[config.mk]
export PLATFORM = sky130hd
export DESIGN_NAME = seq_alu
export DESIGN_NICKNAME = d
export VERILOG_FILES = /design/src/rtl/seq_alu.sv
export SDC_FILE = /design/constraint.sdc
export NUM_CORES = 2
export LEC_CHECK = 0
export ABC_AREA = 1
export ABC_CLOCK_PERIOD_IN_PS = 4100
export BUFFER_PORTS_ARGS = -buffer_cell sky130_fd_sc_hd__buf_2
export CORE_MARGIN = 2
export CORE_UTILIZATION = 30
export DETAILED_ROUTE_END_ITERATION = 10
export REMOVE_ABC_BUFFERS = 1
export SLEW_MARGIN = 20
export SYNTH_ARGS = -nofsm -noshare
export SYNTH_HDL_FRONTEND = slang
export SYNTH_SLANG_ARGS = --single-unit
export TNS_END_PERCENT = 1
[constraint.sdc]
create_clock -name clk -period 4.1 [get_ports clk]
set_input_delay 0.615 -clock clk [delete_from_list [all_inputs] [get_ports clk]]
set_output_delay 0.615 -clock clk [all_outputs]
set_load 0.01 [all_outputs]
[src/rtl/seq_alu.sv]
// seq_alu: multi-cycle ALU with a valid/ready operand handshake and a held
// HI/LO result. It uses the same 5-bit opcode map as the combinational ALU.
// Single-cycle ops complete in one registered step. MUL (radix-2 Booth) and
// DIV (restoring, on magnitudes) iterate one bit per cycle.
//
// Ports:
//   clk        rising-edge clock
//   clr        synchronous active-low reset
//   in_valid   operands/opcode valid
//   in_ready   block can accept an operation (state is IDLE)
//   opcode     operation select (0..18 legal, 19..31 illegal)
//   a, b       operands (a = Y)
//   out_valid  result valid, held until out_ready
//   out_ready  consumer accepts the result
//   hi, lo     result pair (mul high word / div remainder / 0, and low word)
//   div0       divide-by-zero flag, qualified by out_valid
//   illegal    illegal-opcode flag, qualified by out_valid
//
// state   | meaning
// --------+---------------------------------------------------------------
// IDLE    | waiting for in_valid; single-cycle ops resolve on the accept edge
// MUL     | Booth iterations, one multiplier bit per cycle
// DIV     | restoring-divide iterations, one quotient bit per cycle
// DIV_FIX | apply quotient/remainder signs
// DONE    | result held on hi/lo until out_ready

module seq_alu #(
    parameter int WIDTH = 32
) (
    input  logic             clk,
    input  logic             clr,
    input  logic             in_valid,
    output logic             in_ready,
    input  logic [4:0]       opcode,
    input  logic [WIDTH-1:0] a,
    input  logic [WIDTH-1:0] b,
    output logic             out_valid,
    input  logic             out_ready,
    output logic [WIDTH-1:0] hi,
    output logic [WIDTH-1:0] lo,
    output logic             div0,
    output logic             illegal
);

    localparam int SHW = $clog2(WIDTH);

    localparam logic [4:0] OP_LOAD  = 5'd0;
    localparam logic [4:0] OP_LOADI = 5'd1;
    localparam logic [4:0] OP_STORE = 5'd2;
    localparam logic [4:0] OP_ADD   = 5'd3;
    localparam logic [4:0] OP_SUB   = 5'd4;
    localparam logic [4:0] OP_AND   = 5'd5;
    localparam logic [4:0] OP_OR    = 5'd6;
    localparam logic [4:0] OP_SHR   = 5'd7;
    localparam logic [4:0] OP_SHRA  = 5'd8;
    localparam logic [4:0] OP_SHL   = 5'd9;
    localparam logic [4:0] OP_ROR   = 5'd10;
    localparam logic [4:0] OP_ROL   = 5'd11;
    localparam logic [4:0] OP_ADDI  = 5'd12;
    localparam logic [4:0] OP_ANDI  = 5'd13;
    localparam logic [4:0] OP_ORI   = 5'd14;
    localparam logic [4:0] OP_MUL   = 5'd15;
    localparam logic [4:0] OP_DIV   = 5'd16;
    localparam logic [4:0] OP_NEG   = 5'd17;
    localparam logic [4:0] OP_NOT   = 5'd18;

    typedef enum logic [2:0] {
        S_IDLE,
        S_MUL,
        S_DIV,
        S_DIV_FIX,
        S_DONE
    } state_t;

    state_t state;

    // Iteration datapath. acc is one bit wider than an operand so the
    // Booth add/subtract of a most-negative multiplicand cannot overflow.
    // In DIV, acc[WIDTH-1:0] holds the partial remainder.
    logic [WIDTH:0]   acc;
    logic [WIDTH-1:0] mq;       // multiplier / dividend, shifted out as it goes
    logic             q_1;      // Booth guard bit
    logic [WIDTH-1:0] op_m;     // multiplicand, or divisor magnitude
    logic [SHW-1:0]   cnt;
    logic             sign_q;
    logic             sign_r;

    assign in_ready = (state == S_IDLE);

    // Single-cycle result computed straight from the inputs on the accept edge.
    logic [SHW-1:0]   sh;
    logic [WIDTH-1:0] alu_lo;
    logic             op_illegal;

    assign sh         = b[SHW-1:0];
    assign op_illegal = (opcode > OP_NOT);

    always_comb begin
        alu_lo = '0;
        case (opcode)
            OP_LOAD, OP_LOADI, OP_STORE, OP_ADD, OP_ADDI: alu_lo = a + b;
            OP_SUB:          alu_lo = a - b;
            OP_AND, OP_ANDI: alu_lo = a & b;
            OP_OR, OP_ORI:   alu_lo = a | b;
            OP_SHR:          alu_lo = a >> sh;
            OP_SHRA:         alu_lo = $unsigned($signed(a) >>> sh);
            OP_SHL:          alu_lo = a << sh;
            // A shift by WIDTH yields zero, so sh==0 falls out naturally.
            OP_ROR:          alu_lo = (a >> sh) | (a << (WIDTH - int'(sh)));
            OP_ROL:          alu_lo = (a << sh) | (a >> (WIDTH - int'(sh)));
            OP_NEG:          alu_lo = -b;
            OP_NOT:          alu_lo = ~b;
            default:         alu_lo = '0;
        endcase
    end

    // The magnitude of the most negative value is 2^(WIDTH-1). That value
    // is still correct when it is read as unsigned.
    logic [WIDTH-1:0] a_mag;
    logic [WIDTH-1:0] b_mag;

    assign a_mag = a[WIDTH-1] ? -a : a;
    assign b_mag = b[WIDTH-1] ? -b : b;

    // One Booth step: add/sub the multiplicand, then arithmetic-shift the
    // {acc, mq, q_1} chain right by one.
    logic [WIDTH:0]   m_ext;
    logic [WIDTH:0]   booth_sum;
    logic [WIDTH:0]   booth_acc;
    logic [WIDTH-1:0] booth_mq;

    assign m_ext = {op_m[WIDTH-1], op_m};

    always_comb begin
        booth_sum = acc;
        case ({mq[0], q_1})
            2'b01:   booth_sum = acc + m_ext;
            2'b10:   booth_sum = acc - m_ext;
            default: booth_sum = acc;
        endcase
    end

    assign booth_acc = {booth_sum[WIDTH], booth_sum[WIDTH:1]};
    assign booth_mq  = {booth_sum[0], mq[WIDTH-1:1]};

    // One restoring-divide step. The shifted remainder is always below
    // 2*divisor, so the trial subtract's sign bit alone decides the quotient bit.
    logic [WIDTH:0]   div_shift;
    logic [WIDTH:0]   div_trial;
    logic [WIDTH-1:0] div_rem;
    logic [WIDTH-1:0] div_mq;

    assign div_shift = {acc[WIDTH-1:0], mq[WIDTH-1]};
    assign div_trial = div_shift - {1'b0, op_m};
    assign div_rem   = div_trial[WIDTH] ? div_shift[WIDTH-1:0] : div_trial[WIDTH-1:0];
    assign div_mq    = {mq[WIDTH-2:0], ~div_trial[WIDTH]};

    always_ff @(posedge clk) begin
        if (!clr) begin
            state     <= S_IDLE;
            out_valid <= 1'b0;
            hi        <= '0;
            lo        <= '0;
            div0      <= 1'b0;
            illegal   <= 1'b0;
            acc       <= '0;
            mq        <= '0;
            q_1       <= 1'b0;
            op_m      <= '0;
            cnt       <= '0;
            sign_q    <= 1'b0;
            sign_r    <= 1'b0;
        end else begin
            case (state)
                S_IDLE: begin
                    if (in_valid) begin
                        if (op_illegal) begin
                            hi        <= '0;
                            lo        <= '0;
                            illegal   <= 1'b1;
                            out_valid <= 1'b1;
                            state     <= S_DONE;
                        end else if (opcode == OP_MUL) begin
                            acc   <= '0;
                            mq    <= b;
                            q_1   <= 1'b0;
                            op_m  <= a;
                            cnt   <= SHW'(WIDTH - 1);
                            state <= S_MUL;
                        end else if (opcode == OP_DIV) begin
                            if (b == '0) begin
                                hi        <= a;
                                lo        <= '1;
                                div0      <= 1'b1;
                                out_valid <= 1'b1;
                                state     <= S_DONE;
                            end else begin
                                acc    <= '0;
                                mq     <= a_mag;
                                op_m   <= b_mag;
                                sign_q <= a[WIDTH-1] ^ b[WIDTH-1];
                                sign_r <= a[WIDTH-1];
                                cnt    <= SHW'(WIDTH - 1);
                                state  <= S_DIV;
                            end
                        end else begin
                            hi        <= '0;
                            lo        <= alu_lo;
                            out_valid <= 1'b1;
                            state     <= S_DONE;
                        end
                    end
                end

                S_MUL: begin
                    acc <= booth_acc;
                    mq  <= booth_mq;
                    q_1 <= mq[0];
                    if (cnt == '0) begin
                        hi        <= booth_acc[WIDTH-1:0];
                        lo        <= booth_mq;
                        out_valid <= 1'b1;
                        state     <= S_DONE;
                    end else begin
                        cnt <= cnt - 1'b1;
                    end
                end

                S_DIV: begin
                    acc <= {1'b0, div_rem};
                    mq  <= div_mq;
                    if (cnt == '0) begin
                        state <= S_DIV_FIX;
                    end else begin
                        cnt <= cnt - 1'b1;
                    end
                end

                // Most-negative / -1 gives magnitude 2^(WIDTH-1) with a
                // positive sign, which reads back as a itself.
                S_DIV_FIX: begin
                    lo        <= sign_q ? -mq : mq;
                    hi        <= sign_r ? -acc[WIDTH-1:0] : acc[WIDTH-1:0];
                    out_valid <= 1'b1;
                    state     <= S_DONE;
                end

                S_DONE: begin
                    if (out_ready) begin
                        out_valid <= 1'b0;
                        div0      <= 1'b0;
                        illegal   <= 1'b0;
                        state     <= S_IDLE;
                    end
                end

                default: begin
                    out_valid <= 1'b0;
                    div0      <= 1'b0;
                    illegal   <= 1'b0;
                    state     <= S_IDLE;
                end
            endcase
        end
    end

endmodule
==> flow_summary.ini <==
[clocking]
cts.clk_slew.worst_paths_ps = 80
cts_tree = done
numCtsBuffers = 17
clockBufferDepth = 2
clkLatencyLatePin_ps = 510
ctsHoldBuffers = 0
root_buffer = clkbuf_16
cts_num_sinks = 175
htree_num_levels = 4

[grt]
grt_pass1_wl_um = 264000
gr-usage-all-layers_pct = 37.3
antenna_found_initial = 11
grt.overflow.total = 0
grt_pass1_vias = 37100
grt_max_degree = 82

[route]
ant_nets = 0
vias = 41100
routed_via_density = 5.86
drc = 0
wire_per_inst_um = 26.8
wirelength_um = 188000
drt-pass1-iter-count = 8
first_iter_violations = 5962

[place]
pre_cts_ws_ps = -166
hpwl_um = 149000
io_buffer_count = 140
placed_cells = 6976
placed_area_mm2 = 0.0328
gp_congestion = 1.09

[floorplan]
dieArea_mm2 = 0.0966
std_cell_rows = 112
core_area_mm2 = 0.0933
die_h_um = 311
io_pins = 141
start_util_pct = 30.3
die_x_um = 311

[worst_setup_path]
crit_arrival_ps = 4340
reg2reg_from = op_m[2]
rrSetupSlack_ps = 240
end_kind = register
crit_path_max_fanout = 4
rr_worst_depth = 21
cp-start-kind = input port
reg2reg_to = acc[25]
critPathKind = in2reg
cp_data_required_time_ps = 4500

[pwr]
pwr_density_cell_mw_per_mm2 = 654
leakage_nw = 16.4
vdd_drop_max_mv = 0.651

[sta]
fin_crit_ps = 3950
holdWs_ps = 458
fin_crit_sh_pct = 96.3
drv_slew = 0
setup_ws_ps = 151
finClkSkew_ps = 21.5
max_slew_margin_pct = 24.3
rsz0062_at_grt = yes
max_slew.worst_pin.slew_ps = 1120
finalHoldViolCount = 0
setup_viol = 0
fmax_ghz = 0.253

[cells_and_area]
syn_to_final_growth_pct = 18.8
fin_cells = 7020
final_common_cell = nand2_1
seq_area_mm2 = 0.00350
final_area_mm2 = 0.0335
fillCellCount = 10900
nets = 5928
final_cell_mix = nand2_1 (1507), nand3_1 (785), nor2_1 (600)
drive_gt1_share_pct = 11.7
multi_input_area_mm2 = 0.0217

[synth]
yosysTopAreaCell = nand2_1
synth-seq-cells = 175
synth-edff-count = 0
ys_async_sr_fraction_pct = 0
syn_area_mm2 = 0.0282
synth_area_per_cell_um2 = 5.20
synth_top_area_share_pct = 20.1
synth_flop_cell = dfxtp_1
yosys_warnings = 0
synth_cell_types = 55
ys_top_cells_by_area = nand2_1 (20%), nand3_1 (14%), dfxtp_1 (12%)
ys_seq_area_share_pct = 12.4
syn_inst = 5431

[run]
maxCapViolations = 0

[worst_hold_path]
hp-start = div0
holdPathStages = 2
hold_end = div0
hp-class = reg2reg

[status]
status = completed
[cell families (layout without fill, tap and decap cells)]
kind of cell	count (synthesis)	after routing	synth area share, %
and+or+nand+nor	3107	3107	46.5
AOI/OAI and AO/OA	1147	1147	22.4
buffers and inverters	808	1132	11.1
DFF	175	175	12.4
adders and majority gates	112	112	5.04
xor gates and xnor gates	81	81	2.51
muxes	1	1	0.0354
other	0	11	0
[worst max-delay path by stage]
stage | slack [ps] | to | start | depth (start not counted)
3_3_place_gp | -210 | lo[24] | b[6] | 27
5_1_grt | -40 | hi[22] | op_m[0] | 23
6_report | 150 | lo[24] | b[6] | 27
3_5_place_dp | -170 | lo[24] | b[2] | 28
4_1_cts | 40 | hi[22] | op_m[1] | 23
2_1_floorplan | -2220 | lo[13] | b[1] | 15
[layout make-up]
| class | count | area share, % |
|---|---|---|
| well taps | 1254 | 4.68 |
| clock inverters | 12 | 0.425 |
| flip-flops and latches | 175 | 10.4 |
| repair buffers | 578 | 12.4 |
| clock buffers | 19 | 1.35 |
| multi-input cells | 4448 | 64.7 |
| diodes | 11 | 0.0820 |
| inverters | 523 | 5.86 |
[cell usage after synthesis, drive strengths merged, types with 3 or more instances]
library cell     n
o21ai          473
inv            513
fa               3
o21a             7
nand2         1513
a21o             8
o31ai            6
a31oi           27
xor2            66
nor2           617
a21oi          433
and2             5
dfxtp          175
clkbuf         175
ha             109
buf            110
a221oi           8
o221ai           5
o22ai           30
a311oi           3
nor3            70
nand4           72
a211oi          33
xnor2           15
a41oi            6
nand3b          22
o21bai          18
a31o             4
or2             10
nor4             9
clkinv          10
nand3          787
o211ai          74
a21boi           6
a22oi            4
[metal layers]
layer | GRT usage (%) | vias up | wire length, um
li1 | - | 18800 | -
met1 | 48.0 | 19000 | 75300
met2 | 56.8 | 2768 | 79600
met3 | 7.26 | 486 | 19200
met4 | 23.9 | 6 | 14100
met5 | 0 | - | 41
[sequential cells by signal, summed over array words and instances (netlist names)]
name / cells
state: 3
cnt: 5
sign_q: 1
illegal: 1
div0: 1
sign_r: 1
mq: 32
q_1: 1
acc: 33
lo: 32
out_valid: 1
hi: 32
op_m: 32
[power by group]
part	switching (mW)	total, mW	leakage (nW)	internal (mW)
Clock	0.875	1.77	0.295	0.892
Sequential	0.626	2.84	1.43	2.22
Combinational	12.0	17.3	14.7	5.30
[critical path, stage by stage]
cell and delay [ps]:
buf_2 110, nor2_1 390, buf_4 200, nand2_1 50
nor2_1 100, buf_4 140, buf_4 110, nand2_1 80
inv_1 90, nand2_1 70, buf_4 130, nand2_1 190
nand2_1 70, o21ai_0 150, ha_1 260, buf_4 130
nand2_1 100, nor2_1 150, inv_1 110, nor3_1 360
nand3_1 220, nand3_1 120, nand2_1 50, nand3_1 120
nand4_1 100, nand2_1 70, a21oi_1 60
[timing repair]
| action | CTS | global route |
|---|---|---|
| gates resized for setup | 1 | 19 |
| setup endpoints to repair | 1 | 25 |
| setup buffers | 0 | 2 |
| pin swaps | 0 | 3 |
[through the flow]
stage	power (mW)	utilization, %	setup TNS (ps)
final	21.9	35.9	0
after global routing	23.7	35.9	-177
after CTS	21.4	35.8	0
after detailed placement	19.6	35.2	-942
after global placement	19.6	35.2	-921
after floorplan	13.0	-	-79220
Note: power is estimated with default switching activity, not from simulation.
